--- src/rtl/button_cmd_decoder.sv ---
// Five-button front panel decoder: synchronise and debounce each button, then drive speed, direction and clear.
// Optional feature macro: AUTO_REPEAT_EN enables auto-repeat of up/down steps while the button stays held.
module button_cmd_decoder #(
    parameter int unsigned DEBOUNCE_CYCLES = 1_000_000,
    parameter int unsigned LONG_CYCLES     = 100_000_000,
    parameter int unsigned REPEAT_CYCLES   = 25_000_000
) (
    input  logic       CLK,
    input  logic       RST_n,
    input  logic       Button_up,
    input  logic       Button_down,
    input  logic       Button_left,
    input  logic       Button_right,
    input  logic       Button_mid,
    output logic [1:0] Sp,
    output logic [1:0] Dir_Sel,
    output logic       Clear
);

    localparam int unsigned DW = $clog2(DEBOUNCE_CYCLES + 1);
    localparam int unsigned LW = $clog2(LONG_CYCLES + 1);

    typedef enum logic [1:0] {
        RUN_R  = 2'b00,
        RUN_L  = 2'b01,
        HOLD_R = 2'b10,
        HOLD_L = 2'b11
    } state_t;

    // Bit order: 0 up, 1 down, 2 left, 3 right, 4 mid
    logic [4:0]    raw_s;
    logic [4:0]    sync1_q, sync2_q;
    logic [4:0]    deb_q, deb_d, deb_dly_q;
    logic [DW-1:0] cnt_q [5];
    logic [DW-1:0] cnt_d [5];
    logic [3:0]    press_q;
    logic          mid_rel_q;
    logic [LW-1:0] hold_q, hold_d;
    logic          long_done_q, long_done_d;
    logic          long_evt_s, mid_toggle_s;
    logic          up_s, dn_s, left_s, right_s;
    logic [1:0]    rep_step_s;
    state_t        state_q, state_d;
    logic [1:0]    sp_q, sp_d, dir_q, dir_d;
    logic          clear_q;

    assign raw_s = {Button_mid, Button_right, Button_left, Button_down, Button_up};

    // Debounce counters: clear while synced level matches the accepted level
    always_comb begin
        deb_d = deb_q;
        for (int i = 0; i < 5; i++) begin
            cnt_d[i] = '0;
            if (sync2_q[i] != deb_q[i]) begin
                if (cnt_q[i] == DW'(DEBOUNCE_CYCLES - 1)) begin
                    deb_d[i] = sync2_q[i];
                end else begin
                    cnt_d[i] = cnt_q[i] + DW'(1);
                end
            end else begin
                cnt_d[i] = '0;
            end
        end
    end

    // Synchronisers, debounced state and registered edge events
    always_ff @(posedge CLK or negedge RST_n) begin
        if (!RST_n) begin
            sync1_q   <= 5'b00000;
            sync2_q   <= 5'b00000;
            deb_q     <= 5'b00000;
            deb_dly_q <= 5'b00000;
            press_q   <= 4'b0000;
            mid_rel_q <= 1'b0;
            for (int i = 0; i < 5; i++) begin
                cnt_q[i] <= '0;
            end
        end else begin
            sync1_q   <= raw_s;
            sync2_q   <= sync1_q;
            deb_q     <= deb_d;
            deb_dly_q <= deb_q;
            press_q   <= deb_q[3:0] & ~deb_dly_q[3:0];
            mid_rel_q <= ~deb_q[4] & deb_dly_q[4];
            for (int i = 0; i < 5; i++) begin
                cnt_q[i] <= cnt_d[i];
            end
        end
    end

    // Mid hold timer; a long press is latched so its own release is swallowed
    always_comb begin
        long_evt_s   = deb_q[4] & ~long_done_q & (hold_q == LW'(LONG_CYCLES - 1));
        mid_toggle_s = mid_rel_q & ~long_done_q;
        if (!deb_q[4]) begin
            hold_d = '0;
        end else if (!long_done_q) begin
            hold_d = hold_q + LW'(1);
        end else begin
            hold_d = hold_q;
        end
        if (long_evt_s) begin
            long_done_d = 1'b1;
        end else if (mid_rel_q) begin
            long_done_d = 1'b0;
        end else begin
            long_done_d = long_done_q;
        end
    end

    // Hold timer registers
    always_ff @(posedge CLK or negedge RST_n) begin
        if (!RST_n) begin
            hold_q      <= '0;
            long_done_q <= 1'b0;
        end else begin
            hold_q      <= hold_d;
            long_done_q <= long_done_d;
        end
    end

`ifdef AUTO_REPEAT_EN
    localparam int unsigned RW = $clog2(REPEAT_CYCLES + 1);
    logic [RW-1:0] rep_q [2];
    logic [RW-1:0] rep_d [2];

    // Repeat counters restart at each press and reload after every repeat step
    always_comb begin
        for (int i = 0; i < 2; i++) begin
            rep_d[i]      = rep_q[i];
            rep_step_s[i] = 1'b0;
            if (press_q[i]) begin
                rep_d[i] = RW'(1);
            end else if (!deb_q[i]) begin
                rep_d[i] = '0;
            end else if (rep_q[i] == RW'(REPEAT_CYCLES)) begin
                rep_d[i]      = RW'(1);
                rep_step_s[i] = 1'b1;
            end else begin
                rep_d[i] = rep_q[i] + RW'(1);
            end
        end
    end

    // Repeat counter registers
    always_ff @(posedge CLK or negedge RST_n) begin
        if (!RST_n) begin
            rep_q[0] <= '0;
            rep_q[1] <= '0;
        end else begin
            rep_q[0] <= rep_d[0];
            rep_q[1] <= rep_d[1];
        end
    end
`else
    assign rep_step_s = 2'b00;
`endif

    assign up_s    = press_q[0] | rep_step_s[0];
    assign dn_s    = press_q[1] | rep_step_s[1];
    assign left_s  = press_q[2];
    assign right_s = press_q[3];

    // Saturating speed; a long mid press forces the slowest speed
    always_comb begin
        if (long_evt_s) begin
            sp_d = 2'b00;
        end else if (up_s && !dn_s && (sp_q != 2'b11)) begin
            sp_d = sp_q + 2'b01;
        end else if (dn_s && !up_s && (sp_q != 2'b00)) begin
            sp_d = sp_q - 2'b01;
        end else begin
            sp_d = sp_q;
        end
    end

    // Direction state register
    always_ff @(posedge CLK or negedge RST_n) begin
        if (!RST_n) begin
            state_q <= RUN_R;
        end else begin
            state_q <= state_d;
        end
    end

    // Direction next state: long press, then mid toggle, then left/right
    always_comb begin
        state_d = state_q;
        if (long_evt_s) begin
            state_d = RUN_R;
        end else if (mid_toggle_s) begin
            case (state_q)
                RUN_R:   state_d = HOLD_R;
                HOLD_R:  state_d = RUN_R;
                RUN_L:   state_d = HOLD_L;
                HOLD_L:  state_d = RUN_L;
                default: state_d = RUN_R;
            endcase
        end else if (left_s && !right_s) begin
            state_d = RUN_L;
        end else if (right_s && !left_s) begin
            state_d = RUN_R;
        end else begin
            state_d = state_q;
        end
    end

    // Direction output decode, taken from next state so the register tracks the FSM
    always_comb begin
        case (state_d)
            RUN_R:   dir_d = 2'b01;
            RUN_L:   dir_d = 2'b10;
            default: dir_d = 2'b00;
        endcase
    end

    // Registered outputs
    always_ff @(posedge CLK or negedge RST_n) begin
        if (!RST_n) begin
            sp_q    <= 2'b00;
            dir_q   <= 2'b01;
            clear_q <= 1'b0;
        end else begin
            sp_q    <= sp_d;
            dir_q   <= dir_d;
            clear_q <= long_evt_s;
        end
    end

    assign Sp      = sp_q;
    assign Dir_Sel = dir_q;
    assign Clear   = clear_q;

endmodule
--- config.mk ---
export PLATFORM = sky130hd
export DESIGN_NAME = button_cmd_decoder
export DESIGN_NICKNAME = d
export VERILOG_FILES = /design/src/rtl/button_cmd_decoder.sv
export SDC_FILE = /design/constraint.sdc
export NUM_CORES = 1
export LEC_CHECK = 0
export CAP_MARGIN = 20
export CELL_PAD_IN_SITES_DETAIL_PLACEMENT = 1
export CELL_PAD_IN_SITES_GLOBAL_PLACEMENT = 1
export CORE_UTILIZATION = 50
export DETAILED_ROUTE_END_ITERATION = 7
export PLACE_DENSITY = 0.89
export SETUP_SLACK_MARGIN = 0.02
export SLEW_MARGIN = 10
export SYNTH_ARGS = -nofsm -noshare
export SYNTH_HDL_FRONTEND = slang
export SYNTH_SLANG_ARGS = --single-unit
--- constraint.sdc ---
create_clock -name CLK -period 3.5 [get_ports CLK]
set_clock_uncertainty 0.15 [all_clocks]
set_input_delay 0.7 -clock CLK [delete_from_list [all_inputs] [get_ports CLK]]
set_output_delay 0.7 -clock CLK [all_outputs]
set_load 0.1 [all_outputs]
# After elaboration in Yosys (flattened, before gate mapping)
# Cells that the tools add are included.
dict set report totals {
  reg_bits 160
  inputBits 7
  out_inout_bits 5
}
dict set report op_classes {
  add_sub_neg 8
  eq_ne 17
  mux 23
  n_bitwise 8
  n_reduce_logical 20
}
# op n
set ops {}
lappend ops {{$mux W20} 10}
lappend ops {{$add A20 B1 Y20 const B} 5}
lappend ops {{$eq A20 B20 Y1 const B} 5}
lappend ops {{$mux W27} 2}
lappend ops {{$add A27 B1 Y27 const B} 1}
lappend ops {{$eq A27 B27 Y1 const B} 1}
lappend ops {{$mux W2} 7}
lappend ops {{$reduce_and A2 Y1} 5}
lappend ops {{$pmux W2 S4} 1}
lappend ops {{$logic_and A1 B1 Y1} 6}
lappend ops {{$ne A1 B1 Y1} 5}
lappend ops {{$and A1 B1 Y1} 4}
lappend ops {{$and A4 B4 Y4} 1}
lappend ops {{$eq A2 B1 Y1 const B} 2}
lappend ops {{$eq A2 B2 Y1 const B} 2}
lappend ops {{$logic_not A1 Y1} 4}
lappend ops {{$logic_not A2 Y1} 2}
lappend ops {{$ne A2 B2 Y1 const B} 2}
lappend ops {{$not A4 Y4} 1}
lappend ops {{$pmux W2 S2} 1}
lappend ops {{$reduce_bool A2 Y1} 2}
lappend ops {{$reduce_bool A3 Y1} 1}
lappend ops {{$add A2 B1 Y2 const B} 1}
lappend ops {{$mux W1} 2}
lappend ops {{2 further kinds} 3}

# Depth between registers and ports, before layout
# Gate-level depths: netlist (run 1).
dict set report logic_depth {
  word_depth 8
  mapped_depth 7
  ltp_nobuf 5
}

# Worst setup path after synthesis (run 1)
# Ideal clock, no wire load.
dict set report synth_path {
  path_kind {register -> register}
  start {register cnt_q[80] in the netlist's numbering}
  end {register cnt_q[98] in the netlist's numbering}
  setup_time_ns 0.077
  t_arrival_ns 1.912
  required_ns 3.273
  path_slack_ns 1.361
  path_stages_with_launch 7
  n_path_buf 1
  path_cell_list {dfrtp_1 > ha_1 > nand3_1 > or4_1 > clkbuf_1 > or4_1 > a21oi_1}
}
# item line_no
set synth_lines {}
lappend synth_lines {{start, declared} 34} ;# logic [DW-1:0] cnt_q [5];
lappend synth_lines {{start signal, assigned by index} 86} ;# cnt_q[i] <= cnt_d[i];

==> impl_metrics.ini, run 1 <==
[critical_path]
r2r_setup_slack_ns = 0.99
cpPeakStageDelay_ns = 0.67
timing.rr.end = cnt_q[5]
cp_data_required_time_ns = 3.66
crit_path_end_kind = flip-flop
path_class = flip-flop to flip-flop
r2r-start = cnt_q[17]
crit_fanout = 12
crit_family = simple AND/OR/NAND/NOR gates
path_cells = nand3_1, or4b_2, o31ai_2, buf_4, nor2_1
critPathBufInv = 1
start_kind = flip-flop
slowest_stage = or4b_2
reg2reg_depth = 5
crit_arrival_ns = 2.67
cp.depth = 5

[floorplanning]
start_util_pct = 51.6
placementRows = 44
fp.dieW_um = 125
fp.dieArea_mm2 = 0.0156
die_h_um = 125
num_io_pins = 12
core-area_mm2 = 0.0146

[grt]
first_global_vias = 6771
grt_max_degree = 90
antenna_found_initial = 0
grt_pass1_wl_um = 33400
overflow = 0
grtUsageTotal_pct = 27.2

[pwr]
p_per_area_mw_per_mm2 = 467
leakage_nw = 3.46
ir_drop_uv = 340

[final_layout]
finalNetCount = 781
syn_to_final_growth_pct = 12.8
drive_above_1_share_pct = 8.71
final_cell_mix = 159 x dfrtp_1, 97 x nor2_1, 49 x a21oi_1
finalNonFillerCells = 965
layout_commonest_cell = dfrtp_1
insertedDiodeCount = 0

[job]
drv_cap = 0

[timing]
relSlewSlack_pct = 28.5
hold_violations = 0
max_freq_mhz = 399
fin_crit_sh_pct = 71.6
setup_viol_count_final = 0
setup_tns_ns = 0
maxSlewViolCount = 0
period_needed_ns = 2.51
rsz0062_at_grt = false
tightest_slew_ns = 1.06

[placement]
dp_cells = 933
gp_congestion = 0.798
port_buffers = 11
dp_hpwl_um = 12600

[routing]
initialDrtViolationCount = 341
drc = 4
post_drt_via_cell_ratio = 6.20
drt_wl_total_um = 19600
ant_nets = 0
vias = 5981
drt_pre_antenna_iters = 7
wl_per_cell_um = 20.3

[synth]
synth_edf_count = 0
synth_ff_type = dfrtp_1
syn-num-nets = 765
syn_avg_cell_area_um2 = 10.1
synth_warnings = 0
syn-cell-area_mm2 = 0.00756
ys_seq_area_share_pct = 53.0
synth-seq-cells = 160
synth_top_area_share_pct = 52.6
synth_area_leaders = dfrtp_1 53%, nor2_1 4.8%, xnor2_1 4.5%
synth_cell_types = 47
yosysTopAreaCell = dfrtp_1
async_flop_share_pct = 100
syn_inst = 752

[outcome]
violations = DRC
status = finished, violations left

[clocking]
cts_tree = built
h-tree-depth = 4
clk_pin_slew_ns = 0.06
numCtsBuffers = 17
cts-hold-fix-buffers = 0
clk_path_buf_depth = 2
clockRootBuffer = clkbuf_16
cts.sinks = 160
insertion_delay_ns = 0.43
post_cts_buffers = 0
cts_resized = 0

[min_path]
hp-class = input pin to async pin
sequential cells by signal, indices dropped and copies added, names as in the netlist:
name,count
state_q,2
Dir_Sel,2
mid_rel_q,1
sync2_q,5
press_q,4
deb_dly_q,5
long_done_q,1
Clear,1
deb_q,5
Sp,2
hold_q,27
cnt_q,100
sync1_q,5
area by class of cell:
class                      count  area [um2]
clock buffer                  20         447
clock inverter                12         181
fill                        1612        6120
inverter                      21        78.8
multi-input combinational    550        3420
sequential                   160        4010
tap                          184         230
timing repair buffer          18         164
cell families after synthesis:
family                   Yosys count  synth area share (%)
AND/OR/NAND/NOR                  355                  25.9
buffers and inverters             42                  2.13
XOR/XNOR                          78                  9.03
multiplexers                       6                 0.877
adder cells (fa/ha/maj)            8                  1.26
flip-flops                       160                  53.0
AO/OA/AOI/OAI                    103                  7.89
routing by layer:
metal,track usage (%),vias to the layer above,part of all wire [%]
li1,-,2730,-
met1,29.4,3059,39
met2,49.7,125,54
met3,5.65,67,3.0
met4,15.1,0,3.7
met5,0,-,0
how the worst max path moves through the flow:
stage	startpoint	end	slack, ns
5_1_grt	cnt_q[36]	cnt_q[35]	0.80
6_report	cnt_q[17]	cnt_q[5]	0.99
4_1_cts	cnt_q[36]	cnt_q[35]	0.98
3_3_place_gp	cnt_q[76]	cnt_q[65]	1.13
3_5_place_dp	cnt_q[76]	cnt_q[70]	1.02
2_1_floorplan	cnt_q[80]	cnt_q[98]	1.36
cell usage after synthesis (6+ instances only):
cell type	number
and3_1	13
or3_1	20
o21ai_0	24
dfrtp_1	159
xnor2_1	39
nand4_1	29
nor2b_1	7
nor3_1	17
a21oi_1	49
nand2_1	41
nor4_1	15
and4_1	10
nor2_1	97
ha_1	6
nand2b_1	8
inv_1	20
clkbuf_1	18
or4b_2	7
o31ai_1	22
xor2_1	39
nand3_1	47
or4_1	21
report_power, final:
group	total [mW]	switching, mW	internal [mW]
registers	1.89	0.0211	1.87
clock network	1.99	0.767	1.22
logic	0.102	0.0725	0.0296
per-stage QoR:
| step | cell area (um2) | total power, mW | hold WS, ns | util [%] | setup WS [ns] |
|---|---|---|---|---|---|
| after floorplan | 7560 | 1.96 | 0.181 | - | 1.36 |
| after detailed placement | 7900 | 2.03 | 0.188 | 53.9 | 1.02 |
| after CTS | 8530 | 4.01 | 0.208 | 58.2 | 0.980 |
| after global placement | 7900 | 2.02 | 0.182 | 53.9 | 1.13 |
| after global routing | 8530 | 4.10 | 0.210 | 58.2 | 0.803 |
| final | 8530 | 3.98 | 0.199 | 58.2 | 0.992 |
Note: power is estimated with default switching activity, not from simulation.
==> inputs of run 2 (changes only) <==
--- a/config.mk
+++ b/config.mk
@@ -8,9 +8,9 @@
 export CAP_MARGIN = 20
 export CELL_PAD_IN_SITES_DETAIL_PLACEMENT = 1
 export CELL_PAD_IN_SITES_GLOBAL_PLACEMENT = 1
-export CORE_UTILIZATION = 50
+export CORE_UTILIZATION = 45
 export DETAILED_ROUTE_END_ITERATION = 7
-export PLACE_DENSITY = 0.89
+export PLACE_DENSITY = 0.85
 export SETUP_SLACK_MARGIN = 0.02
 export SLEW_MARGIN = 10
 export SYNTH_ARGS = -nofsm -noshare
==> constraint.sdc (replaced) <==
create_clock -name CLK -period 2 [get_ports CLK]
set_clock_uncertainty 0.15 [all_clocks]
set_input_delay 0.4 -clock CLK [delete_from_list [all_inputs] [get_ports CLK]]
set_output_delay 0.4 -clock CLK [all_outputs]
set_load 0.1 [all_outputs]
==> impl_metrics.ini, run 2 (synthesis results as in run 1) <==
[outcome]
status = finished, violations left
violations = setup timing

[pwr]
comb_power_share_pct = 4.2
p_sw_share_pct = 25.8
pwr-share-clk_pct = 48.0
switching_power_mw = 1.78
power.internal_mw = 5.13
ir_drop_uv = 626
p_seq_share_pct = 47.9
p_total_mw = 6.91
leakage_nw = 4.02
p_per_area_mw_per_mm2 = 700

[final_layout]
drive_above_1_share_pct = 29.2
top_register = cnt_q
layout_commonest_cell = dfrtp_1
finalNetCount = 890
syn_to_final_growth_pct = 30.6
finalNonFillerCells = 1110
insertedDiodeCount = 0
fin_area_mm2 = 0.00988
largest_reg_flops = 100
reg.largest.list = cnt_q x100, hold_q x27
final_cell_mix = 149 x dfrtp_1, 94 x buf_4, 89 x nor2_1

[critical_path]
slowest_stage = dfrtp_1
path_cells = nor4b_1, nand2_2, o31ai_4, buf_6, a21oi_1
crit_fanout = 8
start_kind = flip-flop
cpPeakStageDelay_ns = 0.46
path_class = flip-flop to flip-flop
critPathBufInv = 1
cp.depth = 5
crit_arrival_ns = 2.23
reg2reg_depth = 5
crit_family = simple AND/OR/NAND/NOR gates
cp_data_required_time_ns = 2.16
crit_path_end_kind = flip-flop

[timing]
tightest_slew_ns = 0.575
fin_crit_sh_pct = 103
setup_viol_count_final = 36
hold_violations = 0
setup_tns_ns = -1.19
rsz0062_at_grt = true
period_needed_ns = 2.07
maxSlewViolCount = 0
relSlewSlack_pct = 61.6
max_freq_mhz = 483
fin_ws_ns = -0.0694

[min_path]
hp-class = flip-flop to flip-flop
min_path_cells = 0

[floorplanning]
fp.dieArea_mm2 = 0.0173
start_util_pct = 45.8
placementRows = 47
die_h_um = 132
core-area_mm2 = 0.0165
fp.dieW_um = 132
num_io_pins = 12

[grt]
grtUsageTotal_pct = 27.9
overflow = 0
first_global_vias = 7215
antenna_found_initial = 0
grt_pass1_wl_um = 37500
grt_max_degree = 52

[routing]
drt_pre_antenna_iters = 5
post_drt_via_cell_ratio = 6.22
ant_nets = 0
wl_per_cell_um = 25.0
initialDrtViolationCount = 595
drt_wl_total_um = 27800
drc = 0
vias = 6903

[placement]
gp_congestion = 0.870
post-place-ws_ns = -0.0832
placed_area_mm2 = 0.00854
port_buffers = 11
dp_cells = 1036
dp_hpwl_um = 14000

[clocking]
cts_tree = built
numCtsBuffers = 17
clk_pin_slew_ns = 0.07
h-tree-depth = 4
insertion_delay_ns = 0.45
clockRootBuffer = clkbuf_16
clk_path_buf_depth = 2
cts.sinks = 160

[job]
drv_cap = 0
-- run 2: cell count changes in the layout (fill, tap and decap cells not counted), moves of 12 or more --
cell	before	now
or4_4	0	13
a21oi_1	49	30
or4_1	21	9
a21oi_2	0	18
buf_6	1	20
buf_4	11	94
-- run 2: metal layers --
metal  share of wire, %  global-route usage, %  vias to the layer above
li1                   -                      -                     2958
met1                 38                   31.5                     3553
met2                 52                   49.6                      272
met3                4.3                   5.63                      120
met4                5.2                   15.0                        0
met5                  0                      0                        -
-- run 2: final cells by class --
class                           instances  area, um2
Clock buffer                           17        425
Multi-Input combinational cell        550       3800
Tap cell                              220        275
Fill cell                            1732       6650
Clock inverter                         15        149
Inverter                               21       82.6
Sequential cell                       160       4020
Timing Repair Buffer                  127       1130
-- run 2: per-stage QoR --
step / util [%] / hold slack [ns]
after floorplan: - / -0.0456
after global placement: 51.7 / 0.186
after detailed placement: 51.7 / 0.195
after CTS: 57.0 / 0.199
after global routing: 59.8 / 0.229
final: 59.8 / 0.222
-- run 2: repair_timing --
action,CTS,global route
pin swaps,10,30
gates resized for setup,44,80
endpoints found under the setup margin,93,107
cloned,4,1
endpoints found under the hold margin,39,0
hold buffers,1,0
setup buffers,15,21
-- run 2: worst paths after layout --
check	from	endpoint	slack (ns)
setup / recovery	cnt_q[11]	cnt_q[13]	-0.07
hold / removal	sync1_q[2]	sync2_q[2]	0.22
setup reg to reg	cnt_q[11]	cnt_q[13]	-0.07
hold reg to reg	sync1_q[2]	sync2_q[2]	0.22
max in group asynchronous	RST_n	cnt_q[68]	0.62
min in group asynchronous	RST_n	cnt_q[6]	0.30
-- run 2: power groups by stage --
stage | combinational [mW] | sequential [mW] | clock [mW]
finish | 0.289 | 3.31 | 3.32
detailed placement | 0.220 | 3.36 | 0
global route | 0.316 | 3.31 | 3.47
CTS | 0.246 | 3.30 | 3.30
global placement | 0.205 | 3.36 | 0
floorplan | 0.0732 | 3.36 | 0
==> inputs of run 3 (changes only) <==
--- a/config.mk
+++ b/config.mk
@@ -8,11 +8,11 @@
 export CAP_MARGIN = 20
 export CELL_PAD_IN_SITES_DETAIL_PLACEMENT = 1
 export CELL_PAD_IN_SITES_GLOBAL_PLACEMENT = 1
-export CORE_UTILIZATION = 45
+export CORE_MARGIN = 3
+export CORE_UTILIZATION = 50
 export DETAILED_ROUTE_END_ITERATION = 7
-export PLACE_DENSITY = 0.85
+export PLACE_DENSITY = 0.89
 export SETUP_SLACK_MARGIN = 0.02
-export SLEW_MARGIN = 10
 export SYNTH_ARGS = -nofsm -noshare
 export SYNTH_HDL_FRONTEND = slang
 export SYNTH_SLANG_ARGS = --single-unit
==> constraint.sdc (replaced) <==
create_clock -name CLK -period 2.25 [get_ports CLK]
set_clock_uncertainty 0.15 [all_clocks]
set_input_delay 0.45 -clock CLK [delete_from_list [all_inputs] [get_ports CLK]]
set_output_delay 0.45 -clock CLK [all_outputs]
set_load 0.1 [all_outputs]
==> impl_metrics.ini, run 3 (synthesis results as in run 1) <==
[outcome]
status = complete, no violations

[clocking]
clk_path_buf_depth = 2
cts.sinks = 160
numCtsBuffers = 17
cts_tree = built
clk_pin_slew_ns = 0.07
h-tree-depth = 4
insertion_delay_ns = 0.43
clockRootBuffer = clkbuf_16

[routing]
vias = 5951
drt_pre_antenna_iters = 4
drt_wl_total_um = 19100
initialDrtViolationCount = 321
wl_per_cell_um = 19.4
post_drt_via_cell_ratio = 6.06
ant_nets = 0
drc = 0

[final_layout]
layout_commonest_cell = dfrtp_1
drive_above_1_share_pct = 12.0
top_register = cnt_q
final_cell_mix = 158 x dfrtp_1, 97 x nor2_1, 48 x a21oi_1
fin_area_mm2 = 0.00871
finalNonFillerCells = 982
reg.largest.list = cnt_q x100, hold_q x27
finalNetCount = 800
syn_to_final_growth_pct = 15.2
final_core_util_pct = 59.5
largest_reg_flops = 100
fill_cells = 1588
insertedDiodeCount = 0

[grt]
use_met1_pct = 27.8
grt_pass1_wl_um = 31800
grt_busiest_layer = met2
antenna_found_initial = 0
grt_max_degree = 47
first_global_vias = 6502
met2_usage_pct = 43.4
met3_usage_pct = 4.86
overflow = 0
grtUsageTotal_pct = 23.7

[critical_path]
start_kind = flip-flop
crit_fanout = 6
crit_arrival_ns = 2.44
crit_path_end_kind = flip-flop
path_class = flip-flop to flip-flop
cp_data_required_time_ns = 2.46

[timing]
tightest_slew_ns = 0.517
max_freq_mhz = 447
fin_crit_sh_pct = 99.4
relSlewSlack_pct = 65.2
period_needed_ns = 2.24
maxSlewViolCount = 0
setup_viol_count_final = 0
hold_violations = 0
worst_hold_slack_ns = 0.203

[placement]
dp_hpwl_um = 12500
placed_area_mm2 = 0.00805
port_buffers = 11
gp_congestion = 0.857
dp_cells = 948

[floorplanning]
fp.dieArea_mm2 = 0.0166
core-area_mm2 = 0.0146
die_h_um = 129
fp.dieW_um = 129
placementRows = 44
num_io_pins = 12
start_util_pct = 51.6

[pwr]
leakage_nw = 3.53
ir_drop_uv = 979
p_total_mw = 5.92
p_per_area_mw_per_mm2 = 679

[min_path]
hp-class = flip-flop to flip-flop

[job]
drv_cap = 0
-- run 3: cell types whose count changed in the layout (fill, tap and decap cells not counted), moves of 9 or more --
| cell | delta |
|---|---|
| buf_4 | -70 |
| a21oi_1 | +18 |
| buf_6 | -18 |
| a21oi_2 | -17 |
| dfrtp_1 | +9 |
| dfrtp_2 | -9 |
| or4_4 | -9 |
-- run 3: repair_timing --
item,CTS,global route
hold endpoints to repair,39,0
setup endpoints to repair,1,25
pin swaps,0,3
gates cloned,0,1
hold buffers,1,0
gates resized for setup,1,15
setup buffers,0,2
-- run 3: path summary, 6_finish.rpt --
check	slack, ns	endpoint	cells past startpoint	start
setup / recovery	0.01	cnt_q[94]	6	cnt_q[80]
hold / removal	0.20	sync2_q[1]	0	sync1_q[1]
setup reg to reg	0.01	cnt_q[94]	6	cnt_q[80]
hold reg to reg	0.20	sync2_q[1]	0	sync1_q[1]
max in group asynchronous	0.98	cnt_q[30]	3	RST_n
min in group asynchronous	0.37	hold_q[21]	2	RST_n
-- run 3: final cells by class --
cell class	count	area [um2]	share of cell area, %
clock buffer	20	447	5.13
clock inverter	10	115	1.32
multi-input combinational	550	3490	40.0
inverter	21	78.8	0.905
timing repair buffer	37	348	3.99
tap	184	230	2.64
sequential	160	4010	46.0
-- run 3: critical path: stages, from the launching register on --
cell and delay, ns:
dfrtp_1 0.44, ha_4 0.19, nand3_2 0.09, or4_4 0.56, buf_4 0.18, or3_1 0.38
a21oi_2 0.17
-- run 3: routing by layer --
layer	up-vias	wire length, um
li1	2765	-
met5	-	0
met1	3072	7890
met2	84	10400
met4	0	318
met3	30	507
-- run 3: report_power, final --
| part | switching [mW] | internal, mW |
|---|---|---|
| clock network | 1.15 | 1.64 |
| logic | 0.119 | 0.0612 |
| registers | 0.0340 | 2.91 |
-- run 3: stage by stage --
step                      setup TNS (ns)  worst slack (ns)
after global placement                 0            0.0949
after global routing             -0.0546           -0.0530
after CTS                              0            0.0261
after detailed placement               0            0.0238
final                                  0            0.0141
after floorplan                        0             0.111
